### src/rtl/color_sensor_filter_pkg.sv
// Shared color codes and FSM state type for the cube color sensing path.
// determine_state and the solver use the same color encoding.
package color_sensor_filter_pkg;

    localparam logic [2:0] ColorW       = 3'd0;
    localparam logic [2:0] ColorO       = 3'd1;
    localparam logic [2:0] ColorG       = 3'd2;
    localparam logic [2:0] ColorRed     = 3'd3;
    localparam logic [2:0] ColorBlue    = 3'd4;
    localparam logic [2:0] ColorY       = 3'd5;
    localparam logic [2:0] ColorUnknown = 3'd7;

    typedef enum logic [1:0] {
        StBusy,
        StSettle,
        StSample,
        StStable
    } state_e;

    // Largest of three unsigned 8-bit channels.
    function automatic logic [7:0] max3(input logic [7:0] a, input logic [7:0] b,
                                        input logic [7:0] c);
        logic [7:0] m;
        m = (a > b) ? a : b;
        return (m > c) ? m : c;
    endfunction

endpackage

### src/rtl/color_sensor_filter_rgb_classifier.sv
// Combinational RGB -> sticker color classifier. The first matching rule wins.
module color_sensor_filter_rgb_classifier
    import color_sensor_filter_pkg::*;
(
    input  logic [23:0] i_rgb,
    input  logic [7:0]  i_white_min,
    input  logic [7:0]  i_hi,
    input  logic [7:0]  i_mid,
    input  logic [7:0]  i_dark_max,
    output logic [2:0]  o_color
);

    logic [7:0] w_r;
    logic [7:0] w_g;
    logic [7:0] w_b;
    logic [7:0] w_max;

    assign w_r   = i_rgb[23:16];
    assign w_g   = i_rgb[15:8];
    assign w_b   = i_rgb[7:0];
    assign w_max = max3(w_r, w_g, w_b);

    // Ordered threshold chain; a dark reading means no sticker under the sensor.
    always_comb begin
        o_color = ColorUnknown;
        if (w_max < i_dark_max) begin
            o_color = ColorUnknown;
        end else if (w_r >= i_white_min && w_g >= i_white_min && w_b >= i_white_min) begin
            o_color = ColorW;
        end else if (w_r >= i_hi && w_g >= i_hi) begin
            o_color = ColorY;
        end else if (w_r >= i_hi && w_g >= i_mid) begin
            o_color = ColorO;
        end else if (w_r >= i_hi) begin
            o_color = ColorRed;
        end else if (w_g >= w_b) begin
            o_color = ColorG;
        end else begin
            o_color = ColorBlue;
        end
    end

endmodule

### src/rtl/color_sensor_filter.sv
// Settles after each move, debounces edge/corner classifications and presents a stable color
// pair to determine_state. A timeout releases a stuck position with the last seen candidates.
module color_sensor_filter
    import color_sensor_filter_pkg::*;
#(
    parameter int unsigned SETTLE_CYCLES  = 250000,
    parameter int unsigned MATCH_COUNT    = 8,
    parameter int unsigned TIMEOUT_CYCLES = 5000000,
    parameter logic [7:0]  WHITE_MIN      = 8'd180,
    parameter logic [7:0]  HI             = 8'd140,
    parameter logic [7:0]  MID            = 8'd70,
    parameter logic [7:0]  DARK_MAX       = 8'd30
) (
    input  logic        i_clock,
    input  logic        i_reset_n,
    input  logic        i_send_setup_moves,
    input  logic        i_motors_done,
    input  logic        i_sample_valid,
    input  logic [23:0] i_edge_rgb,
    input  logic [23:0] i_corner_rgb,
    output logic [2:0]  o_edge_color_sensor,
    output logic [2:0]  o_corner_color_sensor,
    output logic        o_color_sensor_stable,
    output logic        o_timeout_flag
);

    localparam int unsigned SettleW = $clog2(SETTLE_CYCLES + 1);
    localparam int unsigned MatchW  = $clog2(MATCH_COUNT + 1);
    localparam int unsigned ToW     = $clog2(TIMEOUT_CYCLES + 1);

    localparam logic [SettleW-1:0] SettleMax  = SettleW'(SETTLE_CYCLES);
    localparam logic [SettleW-1:0] SettleLast = SettleW'(SETTLE_CYCLES - 1);
    localparam logic [MatchW-1:0]  MatchMax   = MatchW'(MATCH_COUNT);
    localparam logic [ToW-1:0]     ToMax      = ToW'(TIMEOUT_CYCLES);
    localparam logic [ToW-1:0]     ToLast     = ToW'(TIMEOUT_CYCLES - 1);

    state_e               r_state;
    state_e               w_state_d;
    logic [SettleW-1:0]   r_settle_cnt;
    logic [SettleW-1:0]   w_settle_cnt_d;
    logic [MatchW-1:0]    r_match_cnt;
    logic [MatchW-1:0]    w_match_cnt_d;
    logic [ToW-1:0]       r_to_cnt;
    logic [ToW-1:0]       w_to_cnt_d;
    logic [2:0]           r_cand_edge;
    logic [2:0]           w_cand_edge_d;
    logic [2:0]           r_cand_corner;
    logic [2:0]           w_cand_corner_d;
    logic                 r_cand_valid;
    logic                 w_cand_valid_d;
    logic [2:0]           r_edge_color;
    logic [2:0]           w_edge_color_d;
    logic [2:0]           r_corner_color;
    logic [2:0]           w_corner_color_d;
    logic                 r_stable;
    logic                 w_stable_d;
    logic                 r_timeout_flag;
    logic                 w_timeout_flag_d;

    logic [2:0]           w_edge_class;
    logic [2:0]           w_corner_class;

    color_sensor_filter_rgb_classifier u_edge_classifier (
        .i_rgb       (i_edge_rgb),
        .i_white_min (WHITE_MIN),
        .i_hi        (HI),
        .i_mid       (MID),
        .i_dark_max  (DARK_MAX),
        .o_color     (w_edge_class)
    );

    color_sensor_filter_rgb_classifier u_corner_classifier (
        .i_rgb       (i_corner_rgb),
        .i_white_min (WHITE_MIN),
        .i_hi        (HI),
        .i_mid       (MID),
        .i_dark_max  (DARK_MAX),
        .o_color     (w_corner_class)
    );

    // Next-state, counters, candidate tracking and output latch.
    always_comb begin
        w_state_d        = r_state;
        w_settle_cnt_d   = r_settle_cnt;
        w_match_cnt_d    = r_match_cnt;
        w_to_cnt_d       = r_to_cnt;
        w_cand_edge_d    = r_cand_edge;
        w_cand_corner_d  = r_cand_corner;
        w_cand_valid_d   = r_cand_valid;
        w_edge_color_d   = r_edge_color;
        w_corner_color_d = r_corner_color;
        w_stable_d       = r_stable;
        w_timeout_flag_d = r_timeout_flag;

        unique case (r_state)
            StBusy: begin
                if (i_motors_done) begin
                    w_state_d      = StSettle;
                    w_settle_cnt_d = '0;
                end
            end
            StSettle: begin
                if (r_settle_cnt == SettleLast) begin
                    w_state_d      = StSample;
                    w_match_cnt_d  = '0;
                    w_to_cnt_d     = '0;
                    // Candidates from the previous position must not count here.
                    w_cand_valid_d = 1'b0;
                end else if (r_settle_cnt != SettleMax) begin
                    w_settle_cnt_d = r_settle_cnt + 1'b1;
                end
            end
            StSample: begin
                if (r_to_cnt != ToMax) begin
                    w_to_cnt_d = r_to_cnt + 1'b1;
                end
                if (i_sample_valid) begin
                    if (w_edge_class == ColorUnknown || w_corner_class == ColorUnknown) begin
                        w_match_cnt_d = '0;
                    end else if (r_cand_valid && w_edge_class == r_cand_edge &&
                                 w_corner_class == r_cand_corner) begin
                        if (r_match_cnt != MatchMax) begin
                            w_match_cnt_d = r_match_cnt + 1'b1;
                        end
                    end else begin
                        w_cand_edge_d   = w_edge_class;
                        w_cand_corner_d = w_corner_class;
                        w_cand_valid_d  = 1'b1;
                        w_match_cnt_d   = MatchW'(1);
                    end
                end
                if (w_match_cnt_d == MatchMax) begin
                    w_edge_color_d   = w_cand_edge_d;
                    w_corner_color_d = w_cand_corner_d;
                    w_stable_d       = 1'b1;
                    w_state_d        = StStable;
                end else if (r_to_cnt == ToLast) begin
                    w_edge_color_d   = w_cand_valid_d ? w_cand_edge_d : ColorUnknown;
                    w_corner_color_d = w_cand_valid_d ? w_cand_corner_d : ColorUnknown;
                    w_timeout_flag_d = 1'b1;
                    w_stable_d       = 1'b1;
                    w_state_d        = StStable;
                end
            end
            StStable: begin
                w_stable_d = 1'b1;
            end
            default: begin
                w_state_d = StBusy;
            end
        endcase

        // A new move sequence overrides everything decided above this cycle.
        if (i_send_setup_moves) begin
            w_state_d        = StBusy;
            w_stable_d       = 1'b0;
            w_edge_color_d   = r_edge_color;
            w_corner_color_d = r_corner_color;
            w_timeout_flag_d = r_timeout_flag;
        end
    end

    // State and datapath registers with synchronous active-low clear.
    always_ff @(posedge i_clock) begin
        if (!i_reset_n) begin
            r_state        <= StBusy;
            r_settle_cnt   <= '0;
            r_match_cnt    <= '0;
            r_to_cnt       <= '0;
            r_cand_edge    <= '0;
            r_cand_corner  <= '0;
            r_cand_valid   <= 1'b0;
            r_edge_color   <= '0;
            r_corner_color <= '0;
            r_stable       <= 1'b0;
            r_timeout_flag <= 1'b0;
        end else begin
            r_state        <= w_state_d;
            r_settle_cnt   <= w_settle_cnt_d;
            r_match_cnt    <= w_match_cnt_d;
            r_to_cnt       <= w_to_cnt_d;
            r_cand_edge    <= w_cand_edge_d;
            r_cand_corner  <= w_cand_corner_d;
            r_cand_valid   <= w_cand_valid_d;
            r_edge_color   <= w_edge_color_d;
            r_corner_color <= w_corner_color_d;
            r_stable       <= w_stable_d;
            r_timeout_flag <= w_timeout_flag_d;
        end
    end

    // Stable drops in the very cycle a new move sequence is announced.
    assign o_color_sensor_stable = r_stable & ~i_send_setup_moves;
    assign o_edge_color_sensor   = r_edge_color;
    assign o_corner_color_sensor = r_corner_color;
    assign o_timeout_flag        = r_timeout_flag;

endmodule

### config.mk
export PLATFORM = sky130hd
export DESIGN_NAME = color_sensor_filter
export DESIGN_NICKNAME = d
export VERILOG_FILES = /design/src/rtl/color_sensor_filter_pkg.sv /design/src/rtl/color_sensor_filter_rgb_classifier.sv /design/src/rtl/color_sensor_filter.sv
export SDC_FILE = /design/constraint.sdc
export NUM_CORES = 1
export LEC_CHECK = 0
export BUFFER_PORTS_ARGS = -buffer_cell sky130_fd_sc_hd__buf_2
export CAP_MARGIN = 20
export CORE_MARGIN = 5
export CORE_UTILIZATION = 35
export CTS_BUF_LIST = sky130_fd_sc_hd__clkbuf_16
export DETAILED_ROUTE_END_ITERATION = 8
export PLACE_DENSITY_LB_ADDON = 0.05
export SLEW_MARGIN = 20
export SYNTH_ARGS = -nofsm -noshare
export SYNTH_HDL_FRONTEND = slang
export SYNTH_SLANG_ARGS = --single-unit
### constraint.sdc
create_clock -name i_clock -period 12.8 [get_ports i_clock]
set_input_delay 1.28 -clock i_clock [delete_from_list [all_inputs] [get_ports i_clock]]
set_output_delay 1.28 -clock i_clock [all_outputs]
set_load 0.02 [all_outputs]
### After elaboration in Yosys (flattened, before gate mapping)

Index checks and enable logic that the tools add are counted.

* input bits: 53
* logic and storage cells: 138
* register bits after elaboration: 62

* eq/ne operators: 19
* mux-type cells: 56
* magnitude comparators: 20
* reductions and logical operators: 25
* add/subtract/negate cells: 3
* bitwise operators: 4

Operators with widths (number)
* 8-bit greater-or-equal comparator (second input constant): 10
* 3-bit 2-to-1 mux: 24
* 18-bit 2-to-1 mux: 3
* 23-bit 2-to-1 mux: 2
* 23-bit one-hot mux with 2 select lines: 1
* 18-bit one-hot mux with 2 select lines: 1
* 8-bit > comparator: 4
* 8-bit 2-to-1 mux: 4
* 4-bit 2-to-1 mux: 6
* 23-bit by 1-bit adder with 23-bit output (second input constant): 1
* 23-bit equality test (second input constant): 1
* 23-bit inequality test (second input constant): 1
* 18-bit by 1-bit adder with 18-bit output (second input constant): 1
* 18-bit equality test (second input constant): 1
* 18-bit inequality test (second input constant): 1
* 8-bit by 7-bit greater-or-equal comparator with 1-bit output (second input constant): 2
* 8-bit greater-or-equal comparator: 2
* 8-bit by 5-bit < comparator with 1-bit output (second input constant): 2
* 4-bit AND reduction: 3
* 1-bit logical AND: 10
* 2-bit inequality test (second input constant): 5
* 2-bit 2-to-1 mux: 4
* 4-bit one-hot mux with 2 select lines: 1
* 2-bit nonzero test: 4
* other kinds (19): 33

### Logic depth before layout (Yosys ltp)

* depth in word-level cells: 17
* mapped depth: 20

### By module

Synthesis repeated with hierarchy kept, for this count alone.

* cell total of the unflattened synthesis: 905
* area total of the unflattened synthesis: 7732.4 µm²

By module, submodules not included
* color_sensor_filter_rgb_classifier: cells an instance 253, seq. area each 0.0 µm², area each 2098.3 µm², times used 2
* color_sensor_filter: cells an instance 399, seq. area each 1241.2 µm², area each 3535.9 µm², times used 1

### Least setup slack after synthesis

OpenSTA, ideal clock, no wires.

* kind: input port to flip-flop
* start point: in i_corner_rgb[9]
* end point: reg r_edge_color[0], in the netlist o_edge_color_sensor[0]
* path slack: 7332 ps
* cell stages on the path: 19
* data arrival time: 5349 ps
* required time: 12681 ps
* setup time: 119 ps
* cell sequence: inv_1 > ha_1 > nor2b_1 > o211ai_2 > a21oi_1 > o22ai_1 > mux2_2 > ha_1 > a211oi_1 > o211ai_1 > o21ai_0 > nor2_1 > and3_1 > a221o_1 > a211oi_4 > and2_4 > o2111ai_4 > a21o_1 > o221a_1

* word-level cells in the longest chain between the ends: 16

RTL lines
* start: declaration: line color_sensor_filter.sv:20 `input logic [23:0] i_corner_rgb,`
* branches (longest 6 deep; another with 8-bit > comparator)
* 3-bit 2-to-1 mux (*): line color_sensor_filter_rgb_classifier.sv:26 `if (w_max < i_dark_max) begin`
* 3-bit equality test: line color_sensor_filter.sv:121 `w_corner_class == r_cand_corner) begin`
* 1-bit logical AND: line color_sensor_filter.sv:120 `end else if (r_cand_valid && w_edge_class == r_cand_edge &&`
* 4-bit 2-to-1 mux / 1-bit 2-to-1 mux (equally long branches): line color_sensor_filter.sv:120
* 4-bit 2-to-1 mux / 1-bit 2-to-1 mux (equally long branches): line color_sensor_filter.sv:118 `if (w_edge_class == ColorUnknown || w_corner_class == ColorUnknown) begin`
* 4-bit 2-to-1 mux / 1-bit 2-to-1 mux (equally long branches): line color_sensor_filter.sv:117 `if (i_sample_valid) begin`
* 4-bit 2-to-1 mux / 1-bit 2-to-1 mux (equally long branches): line color_sensor_filter.sv:95 `unique case (r_state)`
* 4-bit equality test / 3-bit 2-to-1 mux (equally long branches): line color_sensor_filter.sv:132, color_sensor_filter.sv:138
* 2-bit nonzero test (no line) / 3-bit 2-to-1 mux (equally long branches)
* 3-bit AND reduction (no line) / 3-bit 2-to-1 mux (equally long branches)
* end signal: assignment: line color_sensor_filter.sv:185 `r_edge_color <= w_edge_color_d;`
* end: declaration: line color_sensor_filter.sv:51 `logic [2:0] r_edge_color;`

Mark *: on every way between the ends. The select of a mux whose other input is x is not followed.
A chain may end at the register's enable or synchronous reset.

### Worst setup path in the final report

Ends and elaborated chain as after synthesis.

==> reports/qor.yml <==
status: "finished, final reports clean"
grt_start_max_net_pins: 22
vias: 4799
pwr-share-clk_pct: 44.0
totalWireLength_um: 13200
cts_resized: 0
cp_slowest_stage_delay_ns: 0.66
fin_ws_ns: 7.05
viasPerCell: 5.40
layout.cells.non_filler: 889
tns_ns: 0
synth_seq_area_share_pct: 24.0
finalCritPeriodShare_pct: 44.9
ioPinCount: 61
cp_common_cell: "ha_1"
clk_pin_slew_ns: 0.06
p_leak_nw: 2.45
finalPower_mw: 0.582
post-dp-hpwl_um: 10500
timing.final.crit_period_ns: 5.75
post-route-util_pct: 41.3
antenna_found_initial: 0
seqCellArea_um2: 1240
maxSlewHeadroom_pct: 43.9
slew_violations: 0
r2r_cells: 11
wire_per_inst_um: 14.8
syn-num-nets: 748
worstMarginPinSlew_ns: 0.842
synth_top_area_cell: "dfxtp_1"
synth-edff-count: 0
required_ns: 13.02
p_int_mw: 0.415
syn_area_per_cell_um2: 8.13
antenna_left: 0
insertion_delay_ns: 0.33
grt_pass1_wl_um: 22400
synthTopCellsByArea: "dfxtp_1 24%, ha_1 14%, nor2_1 4.5%"
ctsHoldBuffers: 0
fin_hold_ws_ns: 0.460
grt_pass1_vias: 4645
die_h_um: 132
synth_ff_type: "dfxtp_1"
multi_input_area_um2: 3690
hold_class: "flip-flop to flip-flop"
p_switching_mw: 0.168
crit_path_cell_trace: "buf_2 -> inv_1 -> ha_1 -> nor2b_1 -> o211ai_2 -> a21oi_1 -> o22ai_1 -> mux2_2 -> ha_1 -> a211oi_1 -> o211ai_1 -> o21ai_0 -> nor2_1 -> and3_1 -> a221o_1 -> a211oi_4 -> and2_4 -> o2111ai_4 -> a21o_1 -> o221a_1"
nNetsFinal: 812
drcViolationCount: 0
cp_max_fo: 10
start_kind: "input port"
yosysTopAreaCellShare_pct: 24.0
whs_path_depth: 1
critPathKind: "input port to flip-flop"
io_buffers: 60
worst_ep_arrival_time_ns: 5.97
cts.root.buffer_cell: "clkbuf_16"
htree_levels: 3
core_area_um2: 14500
drt-pass1-iter-count: 5
drt_iter0_markers: 247
async_flop_share_pct: 0
p_per_area_nw_per_um2: 97.1
syn_inst: 636
p_comb_share_pct: 22.3
maxCapViolations: 0
numCtsBuffers: 9
ys_seq_elements: 62
endpoint_kind: "flip-flop"
tritoncts: "built"
nFillCells: 1501
dp_slack_ns: 6.70
row_count: 44
hold_viol: 0
post-cts-setup-buffers: 0
die-area_um2: 17300
swShare_pct: 28.8
peakVddDrop_v: 0.0000577
initial_core_util_pct: 35.6
skew_ns: 0.00662
drive_above_1_share_pct: 16.0
finalWeightedCongestion: 0.849
die_w_um: 132
placed_cells: 873
clock_sinks: 62
area_delta_synth_final_pct: 16.0
design_area_um2: 6000
synthTopCellsByCount: "62 x dfxtp_1, 62 x nor2_1, 59 x ha_1"
grt_remaining_overflow: 0
fmax_ghz: 0.174
seq_power_share_pct: 33.7
cts_buffer_depth: 2
grtUsageTotal_pct: 15.1
crit_slowest_cell: "o22ai_1"
rsz0062_at_grt: "false"
finalSetupViolations: 0
antenna_cells: 0
yosysWarnings: 0
syn_area_um2: 5170
placed_area_um2: 5680
ys_types: 80
==> flip-flops by register name (all words and copies together) (netlist names) <==
name,flops
o_corner_color_sensor,3
r_cand_valid,1
o_edge_color_sensor,3
r_cand_edge,3
r_cand_corner,3
r_state,2
r_stable,1
o_timeout_flag,1
r_to_cnt,23
r_settle_cnt,18
r_match_cnt,4
==> power groups by stage <==
| stage | combinational (mW) | clock, mW | sequential [mW] |
|---|---|---|---|
| after floorplan | 0.0884 | 0 | 0.200 |
| after global placement | 0.127 | 0 | 0.200 |
| after detailed placement | 0.129 | 0 | 0.200 |
| after CTS | 0.130 | 0.264 | 0.196 |
| after global routing | 0.148 | 0.273 | 0.196 |
| final | 0.130 | 0.256 | 0.196 |
==> logic make-up (layout without fill, tap and decap cells) <==
family	Yosys count	count (layout)	share of synthesized area, %
AOI/OAI and AO/OA	166	166	23.8
buffers and inverters	65	134	4.72
adders and majority gates	59	59	14.3
xor gates and xnor gates	30	30	5.08
and+or+nand+nor	238	238	24.7
muxes	16	16	3.41
DFF	62	62	24.0
==> worst max-delay path, delay by kind of cell <==
family | cells | cell delay [ns]
multiplexers | 1 | 0.43
adder cells (fa/ha/maj) | 2 | 0.58
buffers and inverters | 2 | 0.18
AO/OA/AOI/OAI | 11 | 2.78
AND/OR/NAND/NOR | 4 | 0.70
==> layout make-up <==
class / instances / share of cell area (%)
clock buffers: 9 / 3.76
inverters: 56 / 3.51
clock inverters: 7 / 1.48
well taps: 184 / 3.84
repair buffers: 62 / 5.26
flip-flops and latches: 62 / 20.7
multi-input cells: 509 / 61.5
==> metal layers <==
metal / global-route usage [%] / part of all wire [%]
met1: 21.4 / 52
met2: 23.3 / 44
met3: 3.75 / 3.6
met4: 3.43 / 1.3
met5: 0 / 0
==> layout by cell type, fill, tap and decap left out, drive strengths merged, types with 6 or more instances in the layout <==
| master | netlist | routed |
|---|---|---|
| clkbuf | 9 | 9 |
| nor4 | 6 | 6 |
| buf | 0 | 62 |
| o211ai | 11 | 11 |
| ha | 59 | 59 |
| xnor2 | 9 | 9 |
| mux2i | 6 | 6 |
| or3 | 8 | 8 |
| a21oi | 39 | 39 |
| xor2 | 21 | 21 |
| dfxtp | 62 | 62 |
| o21a | 6 | 6 |
| a31oi | 10 | 10 |
| nor3 | 11 | 11 |
| o221a | 7 | 7 |
| nor2b | 11 | 11 |
| nor2 | 63 | 63 |
| nand2 | 50 | 50 |
| inv | 56 | 56 |
| mux2 | 10 | 10 |
| and4 | 6 | 6 |
| nand3 | 22 | 22 |
| nand4 | 19 | 19 |
| a211oi | 8 | 8 |
| o21ai | 39 | 39 |
| and3 | 12 | 12 |
==> worst paths after layout <==
| check | endpoint | startpoint | slack (ns) |
|---|---|---|---|
| hold / removal | r_stable$_SDFFE_PP0P_ | r_stable$_SDFFE_PP0P_ | 0.46 |
| hold reg to reg | r_stable$_SDFFE_PP0P_ | r_stable$_SDFFE_PP0P_ | 0.46 |
| setup / recovery | o_edge_color_sensor[0]$_SDFFE_PN0P_ | i_corner_rgb[9] | 7.05 |
| setup reg to reg | r_to_cnt[21]$_SDFFE_PN0P_ | r_settle_cnt[9]$_SDFFE_PN0P_ | 9.69 |
Note: power is estimated with default switching activity, not from simulation.
